===== src/rtl/controle_turno_pkg.sv =====
// Shared definitions for the naval-battle turn sequencer: FSM state encoding,
// default game constants and datapath widths.
package controle_turno_pkg;

  typedef enum logic [1:0] {
    OCIOSO    = 2'd0,
    VERIFICA  = 2'd1,
    RESULTADO = 2'd2,
    FIM       = 2'd3
  } estado_t;

  localparam int TOTAL_PECAS_DEF = 17;
  localparam int COORD_MAX_DEF   = 9;
  localparam int TIMEOUT_DEF     = 16;

  localparam int ACERTO_W = 5;
  localparam int COORD_W  = 4;

endpackage


===== src/rtl/controle_turno_placar.sv =====
// Score keeper: one saturating hit counter per player, plus the end-of-game
// detection that latches the winner when a fleet is fully sunk.
module controle_turno_placar
  import controle_turno_pkg::*;
#(
  parameter int TOTAL_PECAS = TOTAL_PECAS_DEF
) (
  input  logic                clk,
  input  logic                reset_n,
  input  logic                incremento,
  input  logic                atirador,
  output logic [ACERTO_W-1:0] acertos_p1,
  output logic [ACERTO_W-1:0] acertos_p2,
  output logic                completa,
  output logic                fim,
  output logic                vencedor
);

  logic [ACERTO_W-1:0] atual;

  // completa flags that the pending increment is the one that sinks the last cell,
  // so the sequencer can branch to FIM in the same cycle.
  always_comb begin
    atual    = atirador ? acertos_p2 : acertos_p1;
    completa = incremento && (atual == ACERTO_W'(TOTAL_PECAS - 1));
  end

  always_ff @(posedge clk) begin
    if (!reset_n) begin
      acertos_p1 <= '0;
      acertos_p2 <= '0;
      fim        <= 1'b0;
      vencedor   <= 1'b0;
    end else begin
      if (incremento && (atual != ACERTO_W'(TOTAL_PECAS))) begin
        if (atirador) begin
          acertos_p2 <= acertos_p2 + ACERTO_W'(1);
        end else begin
          acertos_p1 <= acertos_p1 + ACERTO_W'(1);
        end
      end
      if (completa && !fim) begin
        fim      <= 1'b1;
        vencedor <= atirador;
      end
    end
  end

endmodule


===== src/rtl/controle_turno.sv =====
// Turn sequencer: validates shots, drives the collision checker, scores hits and
// decides the next shooter. REPETE_ACERTO_EN lets a player keep the turn after a hit.
module controle_turno
  import controle_turno_pkg::*;
#(
  parameter int TOTAL_PECAS = TOTAL_PECAS_DEF,
  parameter int COORD_MAX   = COORD_MAX_DEF,
  parameter int TIMEOUT     = TIMEOUT_DEF
) (
  input  logic                clk,
  input  logic                reset_n,
  input  logic                tiro_valido,
  input  logic [COORD_W-1:0]  x,
  input  logic [COORD_W-1:0]  y,
  output logic                tiro_aceito,
  output logic                tiro_invalido,
  output logic                col_enable,
  output logic [COORD_W-1:0]  col_x,
  output logic [COORD_W-1:0]  col_y,
  output logic                col_jogador,
  input  logic                col_ready,
  input  logic                col_hit,
  output logic                jogador_atual,
  output logic                resultado_valido,
  output logic                resultado_hit,
  output logic [ACERTO_W-1:0] acertos_p1,
  output logic [ACERTO_W-1:0] acertos_p2,
  output logic                fim_jogo,
  output logic                vencedor
);

  localparam int CNT_W = $clog2(TIMEOUT + 2);

  estado_t          estado;
  estado_t          estado_prox;
  logic [CNT_W-1:0] cnt;
  logic             hit_reg;
  logic             aceita;
  logic             rejeita;
  logic             pronto;
  logic             expirou;
  logic             completa;

  assign col_enable       = (estado == VERIFICA);
  assign resultado_valido = (estado == RESULTADO);
  assign resultado_hit    = resultado_valido && hit_reg;

  // The checker keeps ready asserted from the previous shot, so it only counts
  // once the timeout counter has moved past the first VERIFICA cycle.
  always_comb begin
    estado_prox = estado;
    aceita      = 1'b0;
    rejeita     = 1'b0;
    pronto      = 1'b0;
    expirou     = 1'b0;
    case (estado)
      OCIOSO: begin
        if (tiro_valido) begin
          if ((x > COORD_W'(COORD_MAX)) || (y > COORD_W'(COORD_MAX))) begin
            rejeita = 1'b1;
          end else begin
            aceita      = 1'b1;
            estado_prox = VERIFICA;
          end
        end
      end
      VERIFICA: begin
        pronto  = col_ready && (cnt != '0);
        expirou = (cnt == CNT_W'(TIMEOUT));
        if (pronto || expirou) begin
          estado_prox = RESULTADO;
        end
      end
      RESULTADO: begin
        estado_prox = completa ? FIM : OCIOSO;
      end
      FIM: begin
        estado_prox = FIM;
      end
      default: begin
        estado_prox = OCIOSO;
      end
    endcase
  end

  always_ff @(posedge clk) begin
    if (!reset_n) begin
      estado        <= OCIOSO;
      tiro_aceito   <= 1'b0;
      tiro_invalido <= 1'b0;
      col_x         <= '0;
      col_y         <= '0;
      col_jogador   <= 1'b0;
      cnt           <= '0;
      hit_reg       <= 1'b0;
      jogador_atual <= 1'b0;
    end else begin
      estado        <= estado_prox;
      tiro_aceito   <= aceita;
      tiro_invalido <= rejeita;
      if (aceita) begin
        col_x       <= x;
        col_y       <= y;
        col_jogador <= ~jogador_atual;
        cnt         <= '0;
        hit_reg     <= 1'b0;
      end else if (estado == VERIFICA) begin
        cnt <= cnt + CNT_W'(1);
        if (pronto) begin
          hit_reg <= col_hit;
        end
      end
      // Turn rule; the winner keeps the turn once the game ends.
      if ((estado == RESULTADO) && !completa) begin
`ifdef REPETE_ACERTO_EN
        if (!hit_reg) begin
          jogador_atual <= ~jogador_atual;
        end
`else
        jogador_atual <= ~jogador_atual;
`endif
      end
    end
  end

  controle_turno_placar #(
    .TOTAL_PECAS (TOTAL_PECAS)
  ) u_placar (
    .clk        (clk),
    .reset_n    (reset_n),
    .incremento (resultado_hit),
    .atirador   (jogador_atual),
    .acertos_p1 (acertos_p1),
    .acertos_p2 (acertos_p2),
    .completa   (completa),
    .fim        (fim_jogo),
    .vencedor   (vencedor)
  );

endmodule


===== config.mk =====
export PLATFORM = sky130hd
export DESIGN_NAME = controle_turno
export DESIGN_NICKNAME = d
export VERILOG_FILES = /design/src/rtl/controle_turno_pkg.sv /design/src/rtl/controle_turno_placar.sv /design/src/rtl/controle_turno.sv
export SDC_FILE = /design/constraint.sdc
export NUM_CORES = 1
export LEC_CHECK = 0
export ABC_CLOCK_PERIOD_IN_PS = 1710
export BUFFER_PORTS_ARGS = -buffer_cell sky130_fd_sc_hd__buf_2
export CORE_MARGIN = 3
export CORE_UTILIZATION = 44
export DETAILED_ROUTE_END_ITERATION = 8
export PLACE_DENSITY = 0.79
export RECOVER_POWER = 100
export SYNTH_ARGS = -nofsm -noshare
export SYNTH_HDL_FRONTEND = slang
export SYNTH_HIERARCHICAL = 1
export SYNTH_SLANG_ARGS = --single-unit

===== constraint.sdc =====
create_clock -name clk -period 1.71 [get_ports clk]
set_input_delay 0.171 -clock clk [delete_from_list [all_inputs] [get_ports clk]]
set_output_delay 0.171 -clock clk [all_outputs]
set_load 0.02 [all_outputs]

# After elaboration in Yosys (flattened, before gate mapping)
# Index checks and enable logic that the tools add are counted.
# totals
ff_bits	32
in_bits	13
out_inout_bits	27
wordCells	58
# classes
add_sub_neg	3
magnitude_cmp	2
eq_ne	9
n_mux	11
bitwise	2
reduce_logical	18
# ops
op	n
$add A5 B1 Y5 const B	3
$eq A5 B5 Y1 const B	2
$gt A4 B4 Y1 const B	2
$mux W2	4
$pmux W2 S4	1
$logic_and A1 B1 Y1	6
$reduce_and A2 Y1	3
$reduce_and A3 Y1	2
$mux W1	5
$mux W5	1
$ne A5 B5 Y1 const B	1
$reduce_bool A5 Y1	1
$eq A2 B2 Y1 const B	2
$ne A2 B2 Y1 const B	2
$eq A2 B1 Y1 const B	1
$logic_not A1 Y1	2
$logic_not A2 Y1	1
$logic_or A1 B1 Y1	2
$ne A2 B1 Y1 const B	1
$not A1 Y1	2
$reduce_or A2 Y1	1

# Longest topological paths before layout
# Gate-level depths: netlist (run 1).
# logic_depth
word_depth	6
depth_mapped	7
depth_no_buf	6

# By module
# The synthesis (run 1) kept the hierarchy.
# modules_own_cells
module	n_inst	cells_per_inst	area_each_um2	seq_area_each_um2
controle_turno	1	79	815.8	400.4
controle_turno_placar	1	64	620.6	240.2

# Worst setup path after synthesis (run 1)
# OpenSTA, ideal clock, no wires.
# synth_timing
path_type	register to register
startpoint	reg estado[1]
endpoint	reg u_placar.acertos_p2[3]
setup_time_ns	0.115
arrival_time_ns	1.824
required_ns	1.595
setup_slack_ns	-0.229
stages_incl_launch_ff	8
n_path_buf	1
synth_period_minus_slack_ns	1.939
path_cell_list	dfxtp_1 -> nor2b_1 -> and2_1 -> and2_0 -> buf_2 -> nand4_1 -> xnor2_1 -> and2_1
# synth_between
elab_chain_cells	4
# synth_lines
item	line_no	text
from (decl)	controle_turno.sv:34	estado_t estado;
from (signal assigned)	controle_turno.sv:98	estado <= estado_prox;
$eq A2 B2 Y1	controle_turno.sv:45	assign resultado_valido = (estado == RESULTADO);
via resultado_valido	controle_turno.sv:24	output logic resultado_valido,
$logic_and A1 B1 Y1	controle_turno.sv:46	assign resultado_hit = resultado_valido && hit_reg;
via resultado_hit	controle_turno.sv:25	output logic resultado_hit,
$logic_and A1 B1 Y1	controle_turno_placar.sv:35	if (incremento && (atual != ACERTO_W'(TOTAL_PECAS))) begin
$reduce_and A2 Y1 (no source line)	n/a	
to (signal assigned)	controle_turno_placar.sv:37	acertos_p2 <= acertos_p2 + ACERTO_W'(1);
to (decl)	controle_turno_placar.sv:13	output logic [ACERTO_W-1:0] acertos_p2,
# The timed path passes the listed nets, and every way through them passes these cells.
# A chain may end at the register's enable or synchronous reset.

# Worst setup path in the final report (run 1)
# layout_timing
startpoint	reg estado[0]
endpoint	out col_enable
# layout_between
elab_chain_cells	1
# layout_lines
item	line_no	text
$eq A2 B1 Y1	controle_turno.sv:44	assign col_enable = (estado == VERIFICA);
to (decl)	controle_turno.sv:17	output logic col_enable,
# Every way passes these cells.

==> key figures, run 1 <==
Run status
  • Outcome: finished, final reports clean

STA
  • Worst slew pin tran: 436 ps
  • Final WS setup: 133 ps
  • Fin. Hold Viols: 0
  • Slew HR: 70.5%
  • RSZ-0062 raised after global routing: false
  • Fmax: 0.634 GHz
  • Final worst path period share: 92.2%
  • Slew Limit Fails: 0
  • Hold Slack: 51.1 ps
  • Tmin final: 1580 ps
  • Setup TNS Final: 0 ps
  • Final Setup Violations: 0
  • Skew final: 10.3 ps

Final layout
  • Multi-input logic area: 753 um2
  • Share of cells above drive strength 1: 16.9%
  • Antenna cells: 0
  • Biggest regs: cnt (5), u_placar/acertos_p1 (5), u_placar/acertos_p2 (5)
  • Register Area: 641 um2
  • Fillers: 290
  • Nets@finish: 205
  • Area growth syn-to-layout: 20.6%
  • Final cell count without fillers: 233
  • Cell area after layout: 1730 um2

Yosys
  • Yosys cell types: 47
  • #FFs+latches synth: 32
  • Ys async rst share: 0%
  • Syn_nets: 160
  • Seq/Total Area, Yosys: 44.6%
  • Synthesis Warnings: 6
  • Synth Instances: 143
  • Most used DFF post-synth: dfxtp_1
  • Post-synth EDFFs: 0
  • Cell area after synthesis: 1440 um2
  • Avg Inst Size Synth: 10.0 um2

Route
  • 1st-iter DRT viols: 57
  • Detailed Routing Iterations Pass 1: 4
  • Routed Wire Length: 3040 um
  • Routed WL per cell: 13.0 um
  • Post-route ant nets: 0
  • DRC: 0
  • Via-to-Cell Ratio: 5.16
  • Vias after detailed routing: 1202

Placed design
  • Post-Place Cell Area: 1690 um2
  • Worst slack, placed: 91.1 ps
  • Placer Congestion: 0.786
  • PortBufs: 39
  • HPWL Detailed: 2260 um
  • DP Cell Count: 225

Power
  • Max VDD drop: 0.452 mV
  • Power Density: 876 nW/um2
  • Leak pwr: 0.686 nW

Clocking
  • Sink Count: 32
  • Clk buf depth: 2
  • Post-CTS Repair Setup Buffers: 0
  • Root Buffer Master: clkbuf_4
  • CTS Buf Count: 5
  • Clk slew on worst S/H paths: 110 ps
  • Hold bufs inserted after CTS: 0
  • CTS tree: built
  • Cts repair resizes: 0
  • H-tree Lvls: 2
  • Clk_lat worst skew: 330 ps

Flow run
  • Max_cap viols: 0

Global routing
  • GRT Overall Usage: 16.9%
  • Largest net degree at the start of global routing: 19
  • Initial antenna violation count: 0
  • Congestion Overflow GR: 0
  • First-pass GRT wire length: 5270 um
  • Number of global-route vias before repair: 1183

Worst setup path
  • Critical Path Start Type: flip-flop
  • Slowest CP cell: dfxtp_1
  • Critical path endpoint category: primary output
  • Crit path max fanout: 7
  • WP data required: 1540 ps
  • Crit-path cells: nand2b_1 > inv_1 > buf_2
  • Worst stage delay on the critical path: 510 ps
  • Setup slack, reg-to-reg: 140 ps
  • WS Path Type: flip-flop to primary output
  • Arrival time at the worst endpoint: 1410 ps

Floorplanning
  • Row cnt: 20
  • Initial core utilization: 46.7%
  • CORE AREA: 3080 um2
  • Die height: 63.1 um
  • IO Count: 40
  • Die width: 63.1 um
  • Die area: 3990 um2

Min path
  • Hold Crit Class: input port to flip-flop
==> cell usage in the layout (no fill, tap or decap), types with 2 or more instances in the layout <==
cell type / instances
a211o_1: 2
a21oi_1: 8
a22o_1: 9
and2_0: 4
and2b_1: 2
and3_1: 2
buf_2: 13
buf_4: 2
clkbuf_1: 26
clkbuf_4: 5
dfxtp_1: 32
ha_1: 4
inv_1: 7
mux2i_1: 2
nand2_1: 11
nand2b_1: 2
nand3_1: 2
nand3b_1: 2
nand4_1: 4
nand4b_1: 2
nor2_1: 4
nor2b_1: 2
o21a_1: 2
o21ai_0: 4
o21ai_1: 2
or3_1: 2
xnor2_1: 6
==> final timing paths <==
kind,startpoint,endpoint,cells after the start
worst max-delay path,estado[0],col_enable,3
worst min-delay path,x[0],col_x[0],2
worst max register to register,estado[0],u_placar/acertos_p2[4],6
worst min register to register,u_placar/vencedor,u_placar/vencedor,2
==> synth_stat cells, drive strengths merged, types with 2 or more instances <==
master  number  share of area (%)
a211o        2                1.2
a211oi       2                1.4
a21boi       2                1.3
a21oi        8                2.8
a22o         9                5.5
and2         6                2.6
and2b        2                1.0
and3         2               0.87
buf          2                1.1
dfxtp       32                 45
ha           4                3.5
inv          7                1.8
mux2i        2                1.4
nand2       11                2.9
nand2b       2               0.87
nand3        2               0.70
nand3b       2                1.0
nand4        4                1.7
nand4b       2                1.2
nor2         4                1.0
nor2b        3                1.3
nor3b        2                1.4
nor4b        2                2.3
o21a         2                1.0
o21ai        6                2.1
or3          2               0.87
xnor2        6                3.7
==> routing by layer <==
layer	GRT usage [%]	part of all wire [%]	vias up
met5	0	0	-
met4	6.61	1.2	0
met3	6.95	4.7	5
met1	18.6	43	564
met2	28.7	51	21
li1	-	-	612
==> per-stage QoR <==
stage               power (mW)  util (%)
floorplan                0.914         -
global placement         0.964      54.8
detailed placement       0.971      54.8
CTS                       1.54      57.4
global route              1.60      56.3
finish                    1.52      56.3
==> power by group <==
group / leakage [nW] / switching [mW] / total [mW] / internal (mW)
logic: 0.385 / 0.0932 / 0.157 / 0.0635
clock network: 0.0412 / 0.265 / 0.569 / 0.305
registers: 0.259 / 0.0230 / 0.792 / 0.769
==> cell type report <==
type / instances / share of cell area (%)
well taps: 44 / 3.18
repair buffers: 41 / 10.3
inverters: 7 / 1.52
clock inverters: 3 / 2.45
multi-input cells: 101 / 43.5
clock buffers: 5 / 2.17
flip-flops and latches: 32 / 37.0
==> cells by family (layout without fill, tap and decap cells) <==
family,after synthesis,count (layout),share of synthesized area (%)
multiplexers,2,2,1.39
adder cells (fa/ha/maj),4,4,3.48
buffers and inverters,10,56,3.57
AO/OA/AOI/OAI,37,37,19.8
AND/OR/NAND/NOR,51,51,22.9
XOR/XNOR,7,7,4.27
flip-flops,32,32,44.6
==> critical path: cells and delay by family (launching register included) <==
family | cells | cell delay [ps]
buffers and inverters | 2 | 360
AND/OR/NAND/NOR | 1 | 210
flip-flops | 1 | 510
No activity file was read; power rests on OpenSTA's default activity.
==> run 2, diff against run 1 <==
--- a/config.mk
+++ b/config.mk
@@ -8,5 +8,4 @@
 export ABC_CLOCK_PERIOD_IN_PS = 1710
 export BUFFER_PORTS_ARGS = -buffer_cell sky130_fd_sc_hd__buf_2
-export CORE_MARGIN = 3
 export CORE_UTILIZATION = 44
 export DETAILED_ROUTE_END_ITERATION = 8
==> constraint.sdc (replaced) <==
create_clock -name clk -period 1.71 [get_ports clk]
set_input_delay 0.171 -clock clk [delete_from_list [all_inputs] [get_ports clk]]
set_output_delay 0.171 -clock clk [all_outputs]
set_load 0.05 [all_outputs]
==> run 2 against run 1 <==
Against the previous run: critical path depth did not move; largest power group unchanged; critical endpoint unchanged; design area is 1.4% lower; critical path type unchanged; global-route usage up 1.6 points.
==> key figures, run 2 (synthesis gave the netlist of run 1 again) <==
Worst setup path
  • Worst setup path startpoint: estado[0] (unchanged)
  • R2R depth: 6 (unchanged)
  • Crit path max fanout: 7 (unchanged)
  • WS Path Type: flip-flop to primary output (unchanged)
  • R2R Path End: u_placar/acertos_p2[2] (was u_placar/acertos_p2[4])
  • Arrival time at the worst endpoint: 1410 ps (about the same)
  • Critical path endpoint category: primary output (unchanged)
  • Setup slack, reg-to-reg: 140 ps (about the same)
  • Critical Path Start Type: flip-flop (unchanged)
  • Reg-to-reg startpoint: estado[1] (was estado[0])
  • Critical Path End: col_enable (unchanged)
  • WP data required: 1540 ps (about the same)

Final layout
  • Final cell count without fillers: 232 (was 233)
  • Post-Route Utilization: 55.5% (was 56.3%)
  • Nets@finish: 204 (was 205)
  • Most frequent cells in the layout: 26 x clkbuf_1, 23 x dfxtp_1, 12 x buf_2 (was 32 x dfxtp_1, 26 x clkbuf_1, 13 x buf_2)
  • Biggest regs: cnt (5), u_placar/acertos_p1 (5), u_placar/acertos_p2 (5) (unchanged)
  • Area growth syn-to-layout: 18.9% (was 20.6%)
  • Antenna cells: 0 (unchanged)
  • Commonest non-fill, non-tap cell in the layout: clkbuf_1 (was dfxtp_1)
  • Share of cells above drive strength 1: 20.2% (was 16.9%)

STA
  • Fmax: 0.634 GHz (about the same)
  • Tmin final: 1580 ps (about the same)
  • RSZ-0062 raised after global routing: false (unchanged)
  • Skew final: 1.92 ps (was 10.3 ps)
  • Final Setup Violations: 0 (unchanged)
  • Slew Limit Fails: 0 (unchanged)
  • Fin. Hold Viols: 0 (unchanged)
  • Slew HR: 60.1% (was 70.5%)
  • Setup TNS Final: 0 ps (unchanged)
  • Final worst path period share: 92.2% (about the same)
  • Worst slew pin tran: 600 ps (was 436 ps)

Global routing
  • Number of global-route vias before repair: 1085 (was 1183)
  • First-pass GRT wire length: 4740 um (was 5270 um)
  • Congestion Overflow GR: 0 (unchanged)
  • Initial antenna violation count: 0 (unchanged)
  • GRT Overall Usage: 18.4% (was 16.9%)
  • Largest net degree at the start of global routing: 19 (unchanged)

Route
  • Vias after detailed routing: 1200 (was 1202)
  • Routed Wire Length: 2910 um (was 3040 um)
  • Detailed Routing Iterations Pass 1: 4 (unchanged)
  • Via-to-Cell Ratio: 5.17 (was 5.16)
  • Post-route ant nets: 0 (unchanged)
  • DRC: 0 (unchanged)
  • Routed WL per cell: 12.5 um (was 13.0 um)
  • 1st-iter DRT viols: 49 (was 57)

Clocking
  • Hold bufs inserted after CTS: 0 (unchanged)
  • Root Buffer Master: clkbuf_4 (unchanged)
  • CTS tree: built (unchanged)
  • Clk buf depth: 2 (unchanged)
  • Clk slew on worst S/H paths: 90 ps (was 110 ps)
  • Sink Count: 32 (unchanged)
  • Clk_lat worst skew: 330 ps (about the same)
  • Cts repair resizes: 1 (was 0)
  • Post-CTS Repair Setup Buffers: 0 (unchanged)
  • CTS Buf Count: 5 (unchanged)
  • H-tree Lvls: 2 (unchanged)

Floorplanning
  • Initial core utilization: 46.7% (unchanged)
  • Die height: 59.1 um (was 63.1 um)
  • IO Count: 40 (unchanged)
  • CORE AREA: 3080 um2 (unchanged)
  • Die width: 59.1 um (was 63.1 um)
  • Row cnt: 20 (unchanged)
  • Die area: 3500 um2 (was 3990 um2)

Power
  • Logic gate share of total power: 13.7% (was 10.3%)
  • Power Density: 848 nW/um2 (was 876 nW/um2)
  • Psw: 0.414 mW (was 0.381 mW)
  • Sequential share of power: 54.9% (was 52.2%)
  • Power Total: 1.45 mW (was 1.52 mW)
  • Cell internal pwr: 1.03 mW (was 1.14 mW)
  • Sw Share: 28.6% (was 25.1%)
  • Clock power frac: 31.4% (was 37.5%)
  • Max VDD drop: 0.422 mV (was 0.452 mV)
  • Leak pwr: 0.679 nW (was 0.686 nW)

Min path
  • Hold Crit Class: input port to flip-flop (unchanged)

Placed design
  • Placer Congestion: 0.770 (was 0.786)
  • HPWL Detailed: 2110 um (was 2260 um)
  • DP Cell Count: 224 (was 225)
  • PortBufs: 39 (unchanged)

Flow run
  • Max_cap viols: 0 (unchanged)

Run status
  • Outcome: finished, final reports clean (unchanged)
## run 2: worst min-delay path by stage
stage / startpoint / slack (ps) / cells past startpoint / to
after floorplan: reset_n / 290 / 1 / estado[0]
after global placement: x[0] / 390 / 2 / col_x[0]
after detailed placement: x[0] / 400 / 2 / col_x[0]
after CTS: y[0] / 30 / 2 / col_y[0]
after global routing: y[0] / 30 / 2 / col_y[0]
final: x[0] / 50 / 2 / col_x[0]
## run 2: power groups by stage
stage | sequential, mW | clock, mW | combinational (mW)
CTS | 0.794 | 0.472 | 0.206
global route | 0.798 | 0.505 | 0.216
global placement | 0.808 | 0 | 0.202
floorplan | 0.866 | 0 | 0.0961
finish | 0.794 | 0.454 | 0.199
detailed placement | 0.811 | 0 | 0.206
## run 2: worst max-delay path: stages (launching register included)
cell	delay, ps
dfxtp_2	430
nand2b_1	170
inv_1	170
clkbuf_2	300
## run 2: area by class of cell
cell class	instances	area (um2)
Clock buffer	8	58.8
Fill cell	308	1370
Inverter	7	26.3
Multi-Input combinational cell	101	743
Sequential cell	32	652
Tap cell	44	55.1
Timing Repair Buffer	40	173
## run 2: stage by stage
stage / cell area (um2) / worst slack (ps) / hold WS, ps
floorplan: 1460 / -99.0 / 289
global placement: 1690 / 217 / 387
detailed placement: 1690 / 174 / 397
CTS: 1750 / 127 / 27.7
global route: 1710 / 7.88 / 27.4
finish: 1710 / 133 / 48.0
## run 2: routing by layer
layer | wire [um] | track usage (%)
met1 | 1320 | 20.9
met2 | 1400 | 30.0
met3 | 137 | 6.99
met4 | 48 | 9.86
met5 | 0 | 0
==> run 3, diff against run 2 <==
ABC_AREA = 1   (was not set)
PLACE_DENSITY = 0.78   (was 0.79)
SYNTH_HIERARCHICAL = not set   (was 1)
==> run 3 against run 2 <==
Against the previous run: critical path depth unchanged; largest cell class unchanged; total power grew 33%; largest power group unchanged; design area grew 7.5%.
==> key figures, run 3 <==
Run status
  • Outcome: finished, final reports clean (unchanged)

Worst setup path
  • WP data required: 1540 ps (about the same)
  • Critical path endpoint category: primary output (unchanged)
  • Crit path max fanout: 8 (was 7)
  • Crit path max-delay family: flip-flops (was buffers and inverters)
  • Arrival time at the worst endpoint: 1400 ps (was 1410 ps)
  • WS Path Type: flip-flop to primary output (unchanged)
  • Reg-to-reg startpoint: jogador_atual (was estado[1])
  • Critical Path Start Type: flip-flop (unchanged)
  • Slowest CP cell: dfxtp_1 (was dfxtp_2)
  • Worst path depth: 3 (unchanged)
  • R2R depth: 7 (was 6)
  • R2R Path End: u_placar.acertos_p1[1] (was u_placar/acertos_p2[2])
  • Critical path buffers and inverters: 2 (unchanged)
  • Worst stage delay on the critical path: 430 ps (about the same)
  • Crit-path cells: inv_1 > nor2_4 > clkbuf_2 (was nand2b_1 > inv_1 > clkbuf_2)
  • Setup slack, reg-to-reg: 200 ps (was 140 ps)

Final layout
  • Nets@finish: 272 (was 204)
  • Biggest regs: cnt (5), u_placar.acertos_p1 (5), u_placar.acertos_p2 (5) (was cnt (5), u_placar/acertos_p1 (5), u_placar/acertos_p2 (5))
  • Share of cells above drive strength 1: 14.8% (was 20.2%)
  • Fillers: 377 (was 308)
  • Antenna cells: 0 (unchanged)
  • Most frequent cells in the layout: 54 x nand2_1, 32 x dfxtp_1, 23 x nand3_1, 23 x clkbuf_1, 20 x inv_1 (was 26 x clkbuf_1, 23 x dfxtp_1, 12 x buf_2)
  • Commonest non-fill, non-tap cell in the layout: nand2_1 (was clkbuf_1)
  • Area growth syn-to-layout: 18.4% (was 18.9%)

Yosys
  • Syn_nets: 229 (was 160)
  • Most used DFF post-synth: dfxtp_1 (unchanged)
  • Post-synth EDFFs: 0 (unchanged)
  • Most frequent cell after synthesis: nand2_1 (was dfxtp_1)
  • Yosys cell types: 25 (was 47)
  • Synth top cells by count: 53 x nand2_1, 32 x dfxtp_1, 22 x nand3_1 (was 32 x dfxtp_1, 11 x nand2_1, 9 x a22o_1)
  • Main area contributors after synthesis: dfxtp_1 41%, nand2_1 13%, nand3_1 7.1%, nand4_1 6.5%, a21oi_1 4.8% (was dfxtp_1 45%, a22o_1 5.5%, xnor2_1 3.7%, ha_1 3.5%, nand2_1 2.9%)
  • Top cell type's share of synthesized area: 41.3% (was 44.6%)
  • Synthesis Warnings: 0 (was 6)
  • Cell area after synthesis: 1550 um2 (was 1440 um2)
  • #FFs+latches synth: 32 (unchanged)
  • Ys async rst share: 0% (unchanged)
  • Area leader, netlist: dfxtp_1 (unchanged)
  • Synth Instances: 212 (was 143)
  • Seq/Total Area, Yosys: 41.3% (was 44.6%)
  • Avg Inst Size Synth: 7.32 um2 (was 10.0 um2)

Power
  • Leak pwr: 0.790 nW (was 0.679 nW)
  • Sw Share: 35.9% (was 28.6%)
  • Max VDD drop: 0.772 mV (was 0.422 mV)
  • Power Density: 1050 nW/um2 (was 848 nW/um2)
  • Logic gate share of total power: 26.4% (was 13.7%)
  • Cell internal pwr: 1.24 mW (was 1.03 mW)
  • Clock power frac: 29.5% (was 31.4%)
  • Psw: 0.694 mW (was 0.414 mW)
  • Sequential share of power: 44.1% (was 54.9%)
  • Power Total: 1.93 mW (was 1.45 mW)

Global routing
  • GRT Overall Usage: 18.9% (was 18.4%)
  • Congestion Overflow GR: 0 (unchanged)
  • Largest net degree at the start of global routing: 18 (was 19)
  • Number of global-route vias before repair: 1286 (was 1085)
  • First-pass GRT wire length: 5250 um (was 4740 um)
  • Initial antenna violation count: 0 (unchanged)

STA
  • Final Setup Violations: 0 (unchanged)
  • Worst slew pin tran: 621 ps (was 600 ps)
  • Setup TNS Final: 0 ps (unchanged)
  • Fin. Hold Viols: 0 (unchanged)
  • RSZ-0062 raised after global routing: false (unchanged)
  • Slew HR: 58.8% (was 60.1%)
  • Tmin final: 1570 ps (was 1580 ps)
  • Skew final: 6.56 ps (was 1.92 ps)
  • Fmax: 0.638 GHz (was 0.634 GHz)
  • Final worst path period share: 91.7% (was 92.2%)
  • Slew Limit Fails: 0 (unchanged)

Clocking
  • Clk slew on worst S/H paths: 100 ps (was 90 ps)
  • Clk_lat worst skew: 330 ps (about the same)
  • Post-CTS Repair Setup Buffers: 0 (unchanged)
  • CTS tree: built (unchanged)
  • Root Buffer Master: clkbuf_4 (unchanged)
  • H-tree Lvls: 2 (unchanged)
  • CTS Buf Count: 5 (unchanged)
  • Clk buf depth: 2 (unchanged)
  • Sink Count: 32 (unchanged)

Min path
  • Worst Hold End: col_y[0] (was col_x[0])
  • WHS Path Cells: 3 (was 2)
  • Hold wc startpoint: y[0] (was x[0])
  • Hold Crit Class: input port to flip-flop (unchanged)

Floorplanning
  • IO Count: 40 (unchanged)
  • Die height: 61.4 um (was 59.1 um)
  • Row cnt: 21 (was 20)
  • Die area: 3770 um2 (was 3500 um2)
  • Die width: 61.4 um (was 59.1 um)
  • Initial core utilization: 46.1% (was 46.7%)
  • CORE AREA: 3360 um2 (was 3080 um2)

Route
  • Detailed Routing Iterations Pass 1: 4 (unchanged)
  • Vias after detailed routing: 1510 (was 1200)
  • DRC: 0 (unchanged)
  • Top Metal Used: met4 (unchanged)
  • DR WL met2: 1530 um (was 1400 um)
  • 1st-iter DRT viols: 151 (was 49)
  • Post-route ant nets: 0 (unchanged)
  • Routed WL per cell: 10.6 um (was 12.5 um)
  • Via-to-Cell Ratio: 5.00 (was 5.17)
  • Routed Wire Length: 3210 um (was 2910 um)
  • M1 WL: 1480 um (was 1320 um)
  • Routed wire length on met3: 189 um (was 137 um)

Placed design
  • PortBufs: 39 (unchanged)
  • HPWL Detailed: 2350 um (was 2110 um)
  • Placer Congestion: 0.837 (was 0.770)

Flow run
  • Max_cap viols: 0 (unchanged)
-- run 3: changes by cell type after synthesis, moves of 6 or more --
| cell | previous run | this run |
|---|---|---|
| a21oi_1 | 8 | 15 |
| a22o_1 | 9 | 0 |
| inv_1 | 7 | 18 |
| nand2_1 | 11 | 53 |
| nand3_1 | 2 | 22 |
| nand4_1 | 4 | 16 |
| nor2_1 | 4 | 10 |
| xnor2_1 | 6 | 0 |
-- run 3: cells by family (layout without fill, tap and decap cells) --
family | count (synthesis) | after routing | share of synthesized area, %
buffers and inverters | 32 | 76 | 9.11
AND/OR/NAND/NOR | 114 | 114 | 35.6
XOR/XNOR | 4 | 4 | 2.26
flip-flops | 32 | 32 | 41.3
adder cells (fa/ha/maj) | 4 | 4 | 3.23
AO/OA/AOI/OAI | 26 | 26 | 8.55
-- run 3: layout make-up --
cell class,count,area [um2],area share (%)
clock buffer,6,41.3,2.25
clock inverter,2,35.0,1.91
inverter,24,93.8,5.11
multi-input combinational,148,759,41.3
sequential,32,641,34.9
tap,46,57.6,3.13
timing repair buffer,44,209,11.4
-- run 3: power groups by stage --
stage               clock network (mW)  registers, mW  logic [mW]
finish                           0.569          0.852       0.510
global route                     0.622          0.864       0.572
CTS                              0.586          0.855       0.527
detailed placement                   0          0.872       0.528
global placement                     0          0.869       0.520
floorplan                            0          0.970       0.306
-- run 3: repair_timing --
item | in CTS | in global routing
endpoints found under the setup margin | 1 | 1
hold endpoints to repair | 0 | 1
gates cloned | 0 | 0
pin swaps | 0 | 0
hold buffers | 0 | 1
resized for setup | 1 | 2
-- run 3: how the worst max path moves through the flow --
stage / start / end
2_1_floorplan: u_placar.acertos_p1[2] / u_placar.acertos_p1[0]
3_3_place_gp: estado[0] / u_placar.acertos_p1[1]
3_5_place_dp: estado[0] / u_placar.acertos_p1[1]
4_1_cts: estado[1] / resultado_hit
5_1_grt: estado[1] / resultado_hit
6_report: estado[0] / col_enable
-- run 3: per-stage QoR --
stage	cell area (um2)	setup WS (ps)	util, %	instances	hold slack (ps)
after global routing	1840	19.0	54.6	302	2.44
final	1840	142	54.6	302	21.6
after global placement	1790	313	53.1	293	359
after floorplan	1550	110	-	212	274
after detailed placement	1790	274	53.1	293	367
after CTS	1860	56.8	55.4	301	3.85
-- run 3: layer usage --
metal | vias to the layer above | track usage, %
met5 | - | 0
met4 | 0 | 6.67
met3 | 2 | 7.77
met1 | 674 | 22.7
met2 | 46 | 30.7
li1 | 788 | -
-- run 3: worst register-to-register path: cells and delay by family (launching register included) --
kind	cells	cell delay [ps]
buffers and inverters	1	170
and+or+nand+nor	6	740
DFF	1	490
